$ cat config.mk
export PLATFORM = sky130hd
export DESIGN_NAME = serial_sub
export DESIGN_NICKNAME = d
export VERILOG_FILES = /design/src/rtl/arith_pkg.sv /design/src/rtl/full_sub.sv /design/src/rtl/serial_sub.sv
export SDC_FILE = /design/constraint.sdc
export NUM_CORES = 1
export LEC_CHECK = 0
export CORE_UTILIZATION = 55
export DETAILED_ROUTE_END_ITERATION = 16
export HOLD_SLACK_MARGIN = 0.02
export PLACE_DENSITY = 0.83
export RECOVER_POWER = 100
export SYNTH_ARGS = -nofsm -noshare
export SYNTH_HDL_FRONTEND = slang
export SYNTH_SLANG_ARGS = --single-unit
$ cat constraint.sdc
create_clock -name clk -period 2.5 [get_ports clk]
set_input_delay 0.25 -clock clk [delete_from_list [all_inputs] [get_ports clk]]
set_output_delay 0.25 -clock clk [all_outputs]
set_load 0.03 [all_outputs]
$ cat src/rtl/arith_pkg.sv
// Shared definitions for the bit-serial arithmetic blocks: control state
// encodings and the iteration-counter width helper.
package arith_pkg;

   typedef enum logic [1:0] {
      ST_IDLE  = 2'd0,
      ST_SHIFT = 2'd1,
      ST_DONE  = 2'd2
   } state_t;

   // Counter must hold 0..w; never narrower than one bit.
   function automatic int cnt_width(input int w);
      return (w < 1) ? 1 : $clog2(w + 1);
   endfunction

endpackage

$ cat src/rtl/full_sub.sv
// One-bit full subtractor cell: di = a - b - c, bor = borrow out.
module full_sub (
   input  logic a,
   input  logic b,
   input  logic c,
   output logic di,
   output logic bor
);

   assign di  = a ^ b ^ c;
   assign bor = (b & c) | (~a & c) | (~a & b);

endmodule

$ cat src/rtl/serial_sub.sv
// Bit-serial unsigned subtractor, LSB first: diff = a - b - bin over WIDTH bits,
// one bit per clock, with a start/busy/done handshake.
module serial_sub
   import arith_pkg::*;
#(
   parameter int WIDTH = 8
) (
   input  logic             clk,
   input  logic             rst_n,
   input  logic             start,
   input  logic [WIDTH-1:0] a,
   input  logic [WIDTH-1:0] b,
   input  logic             bin,
   output logic             busy,
   output logic             done,
   output logic [WIDTH-1:0] diff,
   output logic             bout
);

   localparam int CW = cnt_width(WIDTH);

   state_t           state;
   logic [WIDTH-1:0] a_sr;
   logic [WIDTH-1:0] b_sr;
   logic [WIDTH-1:0] diff_sr;
   logic             borrow;
   logic [CW-1:0]    count;

   logic             cell_d;
   logic             cell_bo;
   logic [WIDTH-1:0] diff_next;

   full_sub u_cell (
      .di  (cell_d),
      .bor (cell_bo),
      .a   (a_sr[0]),
      .b   (b_sr[0]),
      .c   (borrow)
   );

   // New result bit enters at the MSB; written this way so WIDTH=1 also works.
   always_comb begin
      diff_next            = diff_sr >> 1;
      diff_next[WIDTH-1]   = cell_d;
   end

   always_ff @(posedge clk or negedge rst_n) begin
      if (!rst_n) begin
         state   <= ST_IDLE;
         busy    <= 1'b0;
         done    <= 1'b0;
         diff    <= '0;
         bout    <= 1'b0;
         a_sr    <= '0;
         b_sr    <= '0;
         diff_sr <= '0;
         borrow  <= 1'b0;
         count   <= '0;
      end else begin
         // NOTE: done defaults low every edge so it can only ever be a one-cycle pulse.
         done <= 1'b0;
         case (state)
            ST_IDLE: begin
               if (start) begin
                  a_sr   <= a;
                  b_sr   <= b;
                  borrow <= bin;
                  count  <= '0;
                  busy   <= 1'b1;
                  state  <= ST_SHIFT;
               end
            end
            ST_SHIFT: begin
               a_sr    <= a_sr >> 1;
               b_sr    <= b_sr >> 1;
               borrow  <= cell_bo;
               diff_sr <= diff_next;
               count   <= count + CW'(1);
               if (count == CW'(WIDTH - 1)) begin
                  diff  <= diff_next;
                  bout  <= cell_bo;
                  state <= ST_DONE;
               end
            end
            ST_DONE: begin
               done <= 1'b1;
               if (start) begin
                  a_sr   <= a;
                  b_sr   <= b;
                  borrow <= bin;
                  count  <= '0;
                  busy   <= 1'b1;
                  state  <= ST_SHIFT;
               end else begin
                  busy  <= 1'b0;
                  state <= ST_IDLE;
               end
            end
            default: state <= ST_IDLE;
         endcase
      end
   end

endmodule

Word-level counts from Yosys, hierarchy flattened
Index checks and enable logic that the tools add are counted.
Widths: inputs -> output; s select.

operators by class
  bitwise gates (word level) = 8
  reduce and logical (&&, ||, !) cells = 8
  $add $sub $neg = 1
  eq/ne operators = 6
  mux-type cells = 16

operators with widths
  cell                 count
  $pmux 8 s2           2
  $mux 8               2
  $pmux 4 s2           1
  $reduce_and 2->1     4
  $pmux 2 s3           1
  $mux 1               5
  $add 4x1->4 const B  1
  $eq 4x3->1 const B   1
  $mux 2               2
  $mux 4               1
  $ne 2x2->1 const B   2
  $pmux 1 s2           2
  $reduce_bool 2->1    2
  $and 1x1->1          3
  $eq 2x1->1 const B   1
  $eq 2x2->1 const B   1
  $logic_not 2->1      1
  $ne 2x1->1 const B   1
  $or 1x1->1           2
  $reduce_or 2->1      1
  $xor 1x1->1          2
  $not 1->1            1

word-level totals
  logic and storage cells = 49
  output and inout bits = 11
  flip-flop bits (word level) = 42
  input bits = 20

Depth between registers and ports, before layout
Gate-level depths: netlist of the first run.

  depth after elaboration = 5
  depth in mapped cells = 6
  mapped depth without buffers = 4

Cells and area by module
From an unflattened synthesis of the first run, not the netlist that was laid out.

unflattened totals
  cells, all modules = 127
  area total of the unflattened synthesis = 1,806.7 sq um

modules (own cells, without submodules)
  module      area each (sq um)  cells an instance  sequential area each (sq um)  times used
  serial_sub  1,779.2            124                1,026.0                       1
  full_sub    27.5               3                  0.0                           1

Worst setup path before layout of the first run
Ideal clock, no wire load.

  kind = reg-to-reg
  from = register state[1]
  to = register bout
  slack = 0.993 ns
  stages on the path, launching flop included = 5
  library setup time = 0.125 ns
  period minus slack after synthesis = 1.507 ns
  data arrival time = 1.382 ns
  path through = dfrtp_1 nand2b_1 buf_6 nor3_4 mux2_2

on the way
  word-level cells in the longest chain between the ends = 2

ends and longest elaborated chain
  element                            RTL line          text
  start: declaration                 serial_sub.sv:22  state_t state;
  start signal: assignment           serial_sub.sv:49  state <= ST_IDLE;
  start signal: assignment           serial_sub.sv:70  state <= ST_SHIFT;
  start signal: assignment           serial_sub.sv:82  state <= ST_DONE;
  $eq 2x1->1                         serial_sub.sv:62  case (state)
  $reduce_and 2->1 (no source line)  --
  end signal: assignment             serial_sub.sv:81  bout <= cell_bo;
  end: declaration                   serial_sub.sv:17  output logic bout

Every way passes these cells.
A chain may end at the register's enable or synchronous reset.

Worst setup path after layout of the first run
  from = register state[0]
  to = register a_sr[5]

on the way
  word-level cells in the longest chain between the ends = 4

ends and longest elaborated chain
  element                                                                  RTL line          text
  $eq 2x2->1 / $logic_not 2->1 (equally long branches)                     serial_sub.sv:62
  $reduce_or 2->1 (no source line)                                         --
  $ne 2x1->1 (no source line) / $reduce_bool 2->1 (equally long branches)  --
  $reduce_and 2->1 (no source line)                                        --
  end signal: assignment                                                   serial_sub.sv:74  a_sr <= a_sr >> 1;
  end: declaration                                                         serial_sub.sv:23  logic [WIDTH-1:0] a_sr;

Several ways; a longest one is shown, not always the timed one.

==> run metrics, run 1 <==
DRC viols 0; period utilization 75.0%; clk root buf clkbuf_4; CTS tree built; final wirelength about 3.5 mm; initial antenna violation count 0; Static Leak 0.00102 uW; CP Capture Type flop; layout cell share with drive strength beyond 1 11.7%; multiplexer area fraction after synthesis 15.9%; Fmax 533 MHz; simple-gate portion of the synthesized area 13.2%; CTS resizes 0; outcome complete, no violations; gr ovfl total 0; Final min period 1.88 ns; DR pass1 iterations 4; vias per inst between 5 and 6; die area 3450 um2; Ports 31; fillcell total between 200 and 250; clk_lat worst skew 0.36 ns; fin nets approximately 210; prevailing post-synth register cell dfrtp_1; Cells after Synth 155; maximum VDD drop 0.000618 V; RSZ-0062 raised after global routing false; number of port buffers 30; Worst Setup Start Kind flop; met1 GRT Util 27.6%; Synth Area in Compound Gates 7.14%; Synth top area share 58.0%; Slew HR 34.1%; H-tree depth 2; crit-path max FO 17; Synth Area in XOR/XNOR 0.495%; Die Ht 58.7 um; average size of a mapped cell 11.4 um2; Std-Cell Rows 20; CTS Buf Count 5; Layout area overhead 22.2%; Required @ worst endpoint 2.72 ns; final count of negative-setup-slack endpoints 0; M3 GR Usage 4.84%; post-route setup TNS 0 ns; DP HPWL 2.47 mm; Syn. warnings 0; Setup Crit Path Kind flop to flop; setup bufs post-CTS 0; Pwr per Cell Area between 1000 and 1500 nW/um2; DR WL/cell about 15 um; M2 GR Usage a little over two fifths; RePlAce Congestion 0.814; vias in the first global route 1348; # clock sinks 41; clk buf depth 2; GR peak layer met2; area post-placement around 2100 um2; Arr. time, crit path 2.09 ns; Initial Utilization 58.0%; CTS clk-pin slew, worst paths around 0.13 ns; number of synthesized flops with an enable pin 0; Mapped Area about 1800 um2; largest family of logic cells by synthesized area multiplexers; worst slew pin tran 0.988 ns; Die Width 58.7 um; flops & latches, synth 41; Yosys cell types 20; Post-Syn Nets 177; Adder-Cell Fraction of Synth Area approximately 1.8%; Setup Skew 0.0116 ns; sequential share of the synthesized area 58.0%; n_diodes 0; first-pass GRT wire length 5.93 mm; Core Box Area 3050 um2; cell taking the most area after synthesis dfrtp_1; via count between 1000 and 1500; Final Hold Vio Count 0; Final Max Slew Viols 0; antenna-violating nets left 0; Iter 0 DRT Violations 28; largest net degree at the start of global routing 42; gr usage total around a quarter; Finished Cell Area between 2000 and 2500 um2; class of the worst hold path input pin to flop; Async S/R FF share, synth 100%; MaxCap Viol Count 0; synth top area cells dfrtp_1 58%, mux2i_1 10%, mux2_2 5.7%
state kept, by name, indices dropped and copies added (netlist names):
name     cells
a_sr         8
b_sr         8
diff         8
diff_sr      7
count        4
state        2
borrow       1
bout         1
busy         1
done         1
cells in the final DEF, fill, tap and decap left out, types with 2 or more instances in the layout:
master,count
dfrtp_1,41
nand2_1,22
o21ai_0,20
mux2i_1,18
clkdlybuf4s50_1,18
nand3_1,17
dlygate4sd3_1,12
mux2_2,8
clkbuf_4,5
nor2b_1,3
inv_1,3
a22o_1,3
buf_4,3
nand2b_1,2
clkinv_2,2
final cells by class:
cell class | instances | area [um2] | share of cell area (%)
Clock inverter | 3 | 17.5 | 0.810
Sequential cell | 41 | 1030 | 47.5
Inverter | 3 | 11.3 | 0.521
Tap cell | 44 | 55.1 | 2.55
Clock buffer | 5 | 37.5 | 1.74
Timing Repair Buffer | 35 | 332 | 15.3
Multi-Input combinational cell | 101 | 683 | 31.6
cells in the mapped netlist, drive strengths merged (3+ instances only):
| cell | n |
|---|---|
| nand3 | 17 |
| mux2 | 9 |
| nand2 | 22 |
| mux2i | 18 |
| buf | 4 |
| clkbuf | 6 |
| a22o | 3 |
| nor2b | 3 |
| o21ai | 20 |
| inv | 3 |
| dfrtp | 41 |
kinds of logic (layout without fill, tap and decap cells):
| logic type | Yosys count | after routing |
|---|---|---|
| buffers and inverters | 13 | 46 |
| and+or+nand+nor | 48 | 48 |
| adders and majority gates | 2 | 2 |
| AOI/OAI and AO/OA | 23 | 23 |
| DFF | 41 | 41 |
| xor gates and xnor gates | 1 | 1 |
| muxes | 27 | 27 |
per-layer routing:
| layer | part of all wire, % | routed length, um |
|---|---|---|
| met1 | 43 | 1490 |
| met4 | 2.4 | 84 |
| met3 | 3.3 | 117 |
| met5 | 0 | 0 |
| met2 | 52 | 1810 |
where the power goes:
part / internal (uW) / switching (uW) / leakage [uW] / total [uW]
logic: 505 / 696 / 0.000479 / 1200
registers: 958 / 182 / 0.000513 / 1140
clock network: 106 / 218 / 0.0000310 / 324
total: 1570 / 1100 / 0.00102 / 2670
worst paths after layout:
check	from	end	slack, ns	cells past startpoint
setup / recovery	state[0]$_DFFE_PN0P_	a_sr[5]$_DFFE_PN0P_	0.62	4
hold / removal	b[2]	b_sr[2]$_DFFE_PN0P_	0.51	3
setup reg to reg	state[0]$_DFFE_PN0P_	a_sr[5]$_DFFE_PN0P_	0.62	4
hold reg to reg	diff_sr[5]$_DFFE_PN0N_	diff_sr[4]$_DFFE_PN0N_	0.51	2
max in group asynchronous	rst_n	diff[4]$_DFFE_PN0P_	1.32	2
min in group asynchronous	rst_n	b_sr[3]$_DFFE_PN0P_	0.56	2
worst max-delay path, stage by stage, from the launching register on:
cell	delay, ns
dfrtp_1	0.38
clkbuf_1	0.48
nor2b_1	0.17
nor2_2	0.50
o21ai_0	0.21
stage by stage:
stage	util [%]	power (uW)	cells	worst slack, ns	hold WS (ns)
after floorplan	-	1980	155	0.993	-0.0456
after global placement	68.8	2320	223	0.770	0.409
after detailed placement	68.8	2410	223	0.741	0.416
after CTS	70.9	2730	232	0.758	0.504
after global routing	70.8	2860	232	0.418	0.501
final	70.8	2670	232	0.624	0.505
timing repair:
| item | CTS | global route |
|---|---|---|
| endpoints found under the setup margin | 0 | 0 |
| hold buffers | 1 | 0 |
| hold endpoints to repair | 10 | 0 |
Note: power is estimated with default switching activity, not from simulation.
==> run 2: changes to the inputs <==
CORE_UTILIZATION = 46   (was 55)
PLACE_DENSITY = 0.74   (was 0.83)
clock period = 1.6 ns   (was 2.5 ns; I/O delays follow)
==> run metrics, run 2 (synthesis gave the netlist of run 1 again) <==
outcome complete, no violations; antenna-violating nets left 0; Crit. Startpoint diff[2]$_DFFE_PN0P_; Die Width 64.0 um; CP Capture Type output port; clk buf depth 2; vias per inst 5.19; post-route setup TNS 0 ns; clk root buf clkbuf_8; FF/Latch Area 1030 um2; Buf/Inv on CP 1; Register-to-Register Path Depth 4; Layout area overhead 29.8%; Final Max Slew Viols 0; final wirelength between 3 and 4 mm; Final Hold Vio Count 0; MaxCap Viol Count 0; period utilization 95.7%; Pwr per Cell Area 2020 nW/um2; class of the worst hold path flop to flop; Worst Setup Start Kind flop; die area 4100 um2; H-tree depth 2; first-pass GRT wire length 6.01 mm; Initial Utilization 48.3%; fillcell total ~300; Setup Crit Path Kind flop to output port; maximum VDD drop between 0.0009 and 0.001 V; # clock sinks between 40 and 50; fin nets about 220; Std-Cell Rows 22; Arr. time, crit path 1.37 ns; top flop regs a_sr: 8 flops, b_sr: 8 flops, diff: 8 flops; largest net degree at the start of global routing 42; CTS tree built; layout cell share with drive strength beyond 1 between 10% and 20%; RSZ-0062 raised after global routing false; crit-path max FO 2; Worst path max stage delay between 0.7 and 0.8 ns; Worst path depth 1; clk_lat worst skew 0.30 ns; R2R setup slack 0.09 ns; multi-input logic area 686 um2; crit-path leading delay family buffers and inverters; commonest non-fill, non-tap cell in the layout dfrtp_1; DR WL/cell 14.5 um; Required @ worst endpoint 1.44 ns; Core Box Area 3660 um2; via count 1261; final count of negative-setup-slack endpoints 0; Ports 31; top routing layer in use met4; Iter 0 DRT Violations 51; gr usage total 20.0%; Finished Cell Area 2300 um2; commonest non-fill, non-tap cells in the layout 41 x dfrtp_1, 24 x clkdlybuf4s50_1, 22 x nand2_1; setup bufs post-CTS 0; worst r2r dst count[2]$_DFFE_PN0P_; Worst Setup EP diff[2]; met3 WL post-DR 129 um; gr ovfl total 0; area post-placement 2170 um2; DP HPWL 2.48 mm; Final min period 1.53 ns; Setup Skew 0.00723 ns; Static Leak 0.00108 uW; RePlAce Congestion 0.734; vias in the first global route 1335; CTS clk-pin slew, worst paths 0.08 ns; DR pass1 iterations 4; initial antenna violation count 0; worst r2r src state[1]$_DFFE_PN0P_; Die Ht 64.0 um; CTS Buf Count 5; Fmax 653 MHz; n_diodes 0; worst-path cell chain dlygate4sd3_1; worst slew pin tran 0.972 ns; Slew HR 35.2%; routed wl met2 roughly 1.7 mm; number of port buffers 30; wl on met1 1.57 mm; slowest cell on the critical path dlygate4sd3_1; DRC viols 0
## run 2: changes by cell type in the layout (fill, tap and decap cells not counted), sizes merged
cell           change
bufinv             +1
clkdlybuf4s50      +6
clkinv             -2
clkbuf             +3
buf                +5
dlygate4sd3        -6
## run 2: final cells by class
cell class	instances	share of cell area, %
Clock inverter	2	1.63
Multi-Input combinational cell	101	29.8
Sequential cell	41	44.7
Timing Repair Buffer	42	17.2
Clock buffer	6	3.59
Tap cell	48	2.61
Inverter	3	0.490
## run 2: per-layer routing
metal / vias up / track usage [%]
li1: 607 / -
met1: 617 / 23.7
met2: 26 / 32.7
met3: 11 / 5.36
met4: 0 / 11.1
met5: - / 0
## run 2: per-stage QoR
| step | hold slack [ns] | cells | setup slack [ns] | util, % | total power (uW) |
|---|---|---|---|---|---|
| 2_1_floorplan | -0.136 | 155 | 0.0932 | - | 3100 |
| 3_3_place_gp | 0.243 | 234 | 0.193 | 59.3 | 3710 |
| 3_5_place_dp | 0.254 | 234 | 0.0532 | 59.3 | 3830 |
| 4_1_cts | 0.458 | 243 | 0.0420 | 62.9 | 4700 |
| 5_1_grt | 0.503 | 243 | 0.0107 | 62.7 | 4960 |
| 6_report | 0.483 | 243 | 0.0691 | 62.7 | 4630 |
## run 2: repair_timing
item	CTS	global route
endpoints found under the hold margin	41	0
endpoints found under the setup margin	0	4
hold buffers	1	0
resized for setup	0	2
## run 2: worst min path at each step
stage	slack, ns	endpoint	from	depth (start not counted)
2_1_floorplan	-0.14	a_sr[0]$_DFFE_PN0P_	rst_n	0
3_3_place_gp	0.24	diff[0]$_DFFE_PN0P_	rst_n	2
3_5_place_dp	0.25	diff_sr[1]$_DFFE_PN0N_	rst_n	2
4_1_cts	0.46	diff[0]$_DFFE_PN0P_	rst_n	3
5_1_grt	0.50	a_sr[6]$_DFFE_PN0P_	a[6]	3
6_report	0.48	diff_sr[1]$_DFFE_PN0N_	diff_sr[1]$_DFFE_PN0N_	2
## run 2: report_power, final
part	internal, uW	total, uW	leakage (uW)	switching (uW)
combinational	884	1980	0.000508	1100
clock	507	858	0.0000574	351
sequential	1500	1800	0.000513	295
==> run 3: changes to the inputs <==
SETUP_SLACK_MARGIN = 0.02   (was default)
==> run metrics, run 3 (synthesis gave the netlist of run 1 again) <==
outcome complete, no violations; maximum VDD drop around 0.00096 V; Final Max Slew Viols 0; Pwr per Cell Area 2020 nW/um2; top flop regs a_sr: 8 flops, b_sr: 8 flops, diff: 8 flops; RSZ-0062 raised after global routing true; via count 1278; CTS Buf Count 5; Fmax 645 MHz; Arr. time, crit path between 1 and 1.5 ns; slowest cell on the critical path dlygate4sd3_1; Required @ worst endpoint 1.44 ns; vias per inst 5.22; clk_lat worst skew 0.30 ns; CTS tree built; first-pass GRT wire length 6.01 mm; clk buf depth 2; CTS clk-pin slew, worst paths 0.08 ns; MaxCap Viol Count 0; clk root buf clkbuf_8; Buf/Inv on CP 1; Final min period roughly 1.5 ns; number of port buffers 30; layout cell share with drive strength beyond 1 17.3%; gr ovfl total 0; DRC viols 0; Overall Power 4700 uW; Worst Setup Start Kind flop; commonest non-fill, non-tap cells in the layout 41 x dfrtp_1, 24 x clkdlybuf4s50_1, 22 x nand2_1; final count of negative-setup-slack endpoints 0; fin nets around 220; worst-path cell chain dlygate4sd3_1; class of the worst hold path input pin to flop; Die Width 64.0 um; n_diodes 0; Final Hold Vio Count 0; final wirelength 3.59 mm; Layout area overhead 31.4%; period utilization 96.9%; worst hold endpoint a_sr[6]$_DFFE_PN0P_; R2R setup slack 0.07 ns; Initial Utilization between 40% and 50%; # clock sinks 41; vias in the first global route 1335; Register-to-Register Path Depth 5; Std-Cell Rows 22; Core Box Area 3660 um2; DP HPWL 2.48 mm; Ports 31; gr usage total about 20%; DR pass1 iterations 4; initial antenna violation count 0; hold path depth 3; worst r2r src count[1]$_DFFE_PN0P_; crit-path max FO 2; H-tree depth 2; Setup Skew 0.00715 ns; largest net degree at the start of global routing 42; worst slew pin tran 0.972 ns; Util after Layout 63.5%; die area 4100 um2; Iter 0 DRT Violations around 60; crit-path leading delay family buffers and inverters; CP Capture Type output port; Worst Min Path Start a[6]; RePlAce Congestion 0.734; DR WL/cell 14.6 um; worst r2r dst diff[5]$_DFFE_PN0P_; Die Ht 64.0 um; Worst path max stage delay 0.74 ns; Slew HR 35.2%; Static Leak 0.00109 uW; antenna-violating nets left 0; commonest non-fill, non-tap cell in the layout dfrtp_1; Setup Crit Path Kind flop to output port
-- run 3: cell count changes in the layout (fill, tap and decap cells not counted) --
| cell | previous run | this run |
|---|---|---|
| buf_4 | 5 | 8 |
| clkbuf_2 | 4 | 3 |
| ha_2 | 1 | 0 |
| ha_4 | 0 | 1 |
-- run 3: worst max-delay path by stage --
| stage | endpoint | slack [ns] | start | depth (start not counted) |
|---|---|---|---|---|
| 2_1_floorplan | bout$_DFFE_PN0P_ | 0.09 | state[1]$_DFFE_PN0P_ | 4 |
| 3_3_place_gp | count[2]$_DFFE_PN0P_ | 0.19 | state[1]$_DFFE_PN0P_ | 4 |
| 3_5_place_dp | count[2]$_DFFE_PN0P_ | 0.05 | state[1]$_DFFE_PN0P_ | 4 |
| 4_1_cts | count[2]$_DFFE_PN0P_ | 0.04 | state[1]$_DFFE_PN0P_ | 4 |
| 5_1_grt | diff[5]$_DFFE_PN0P_ | -0.009 | count[0]$_DFFE_PN0P_ | 5 |
| 6_report | diff[2] | 0.05 | diff[2]$_DFFE_PN0P_ | 1 |
-- run 3: what timing repair did --
action / CTS / global route
hold buffers: 1 / 0
endpoints found under the hold margin: 41 / 0
setup buffers: 0 / 2
endpoints found under the setup margin: 0 / 8
resized for setup: 0 / 3
-- run 3: per-layer routing --
layer | GRT usage [%] | routed length [um]
met2 | 32.7 | 1800
met5 | 0 | 0
met1 | 23.7 | 1570
met4 | 11.1 | 95
met3 | 5.36 | 122
-- run 3: report_power, final --
group	total (uW)	internal [uW]	switching, uW
Combinational	2040	931	1110
Clock	857	507	350
Sequential	1810	1500	310
-- run 3: cell type report --
cell class              count  area (um2)
inverters                   3        11.3
clock inverters             2        37.5
repair buffers             44         412
clock buffers               6        82.6
flip-flops and latches     41        1030
fillers                   287        1340
well taps                  48        60.1
multi-input cells         101         696
-- run 3: stage by stage --
stage               std cells  hold WS [ns]  cell area [um2]  setup TNS, ns  worst slack (ns)
finish                    245         0.486             2320              0            0.0504
CTS                       243         0.458             2300              0            0.0420
floorplan                 155        -0.136             1770              0            0.0932
detailed placement        234         0.254             2170              0            0.0532
global route              245         0.503             2320        -0.0136          -0.00880
global placement          234         0.243             2170              0             0.193
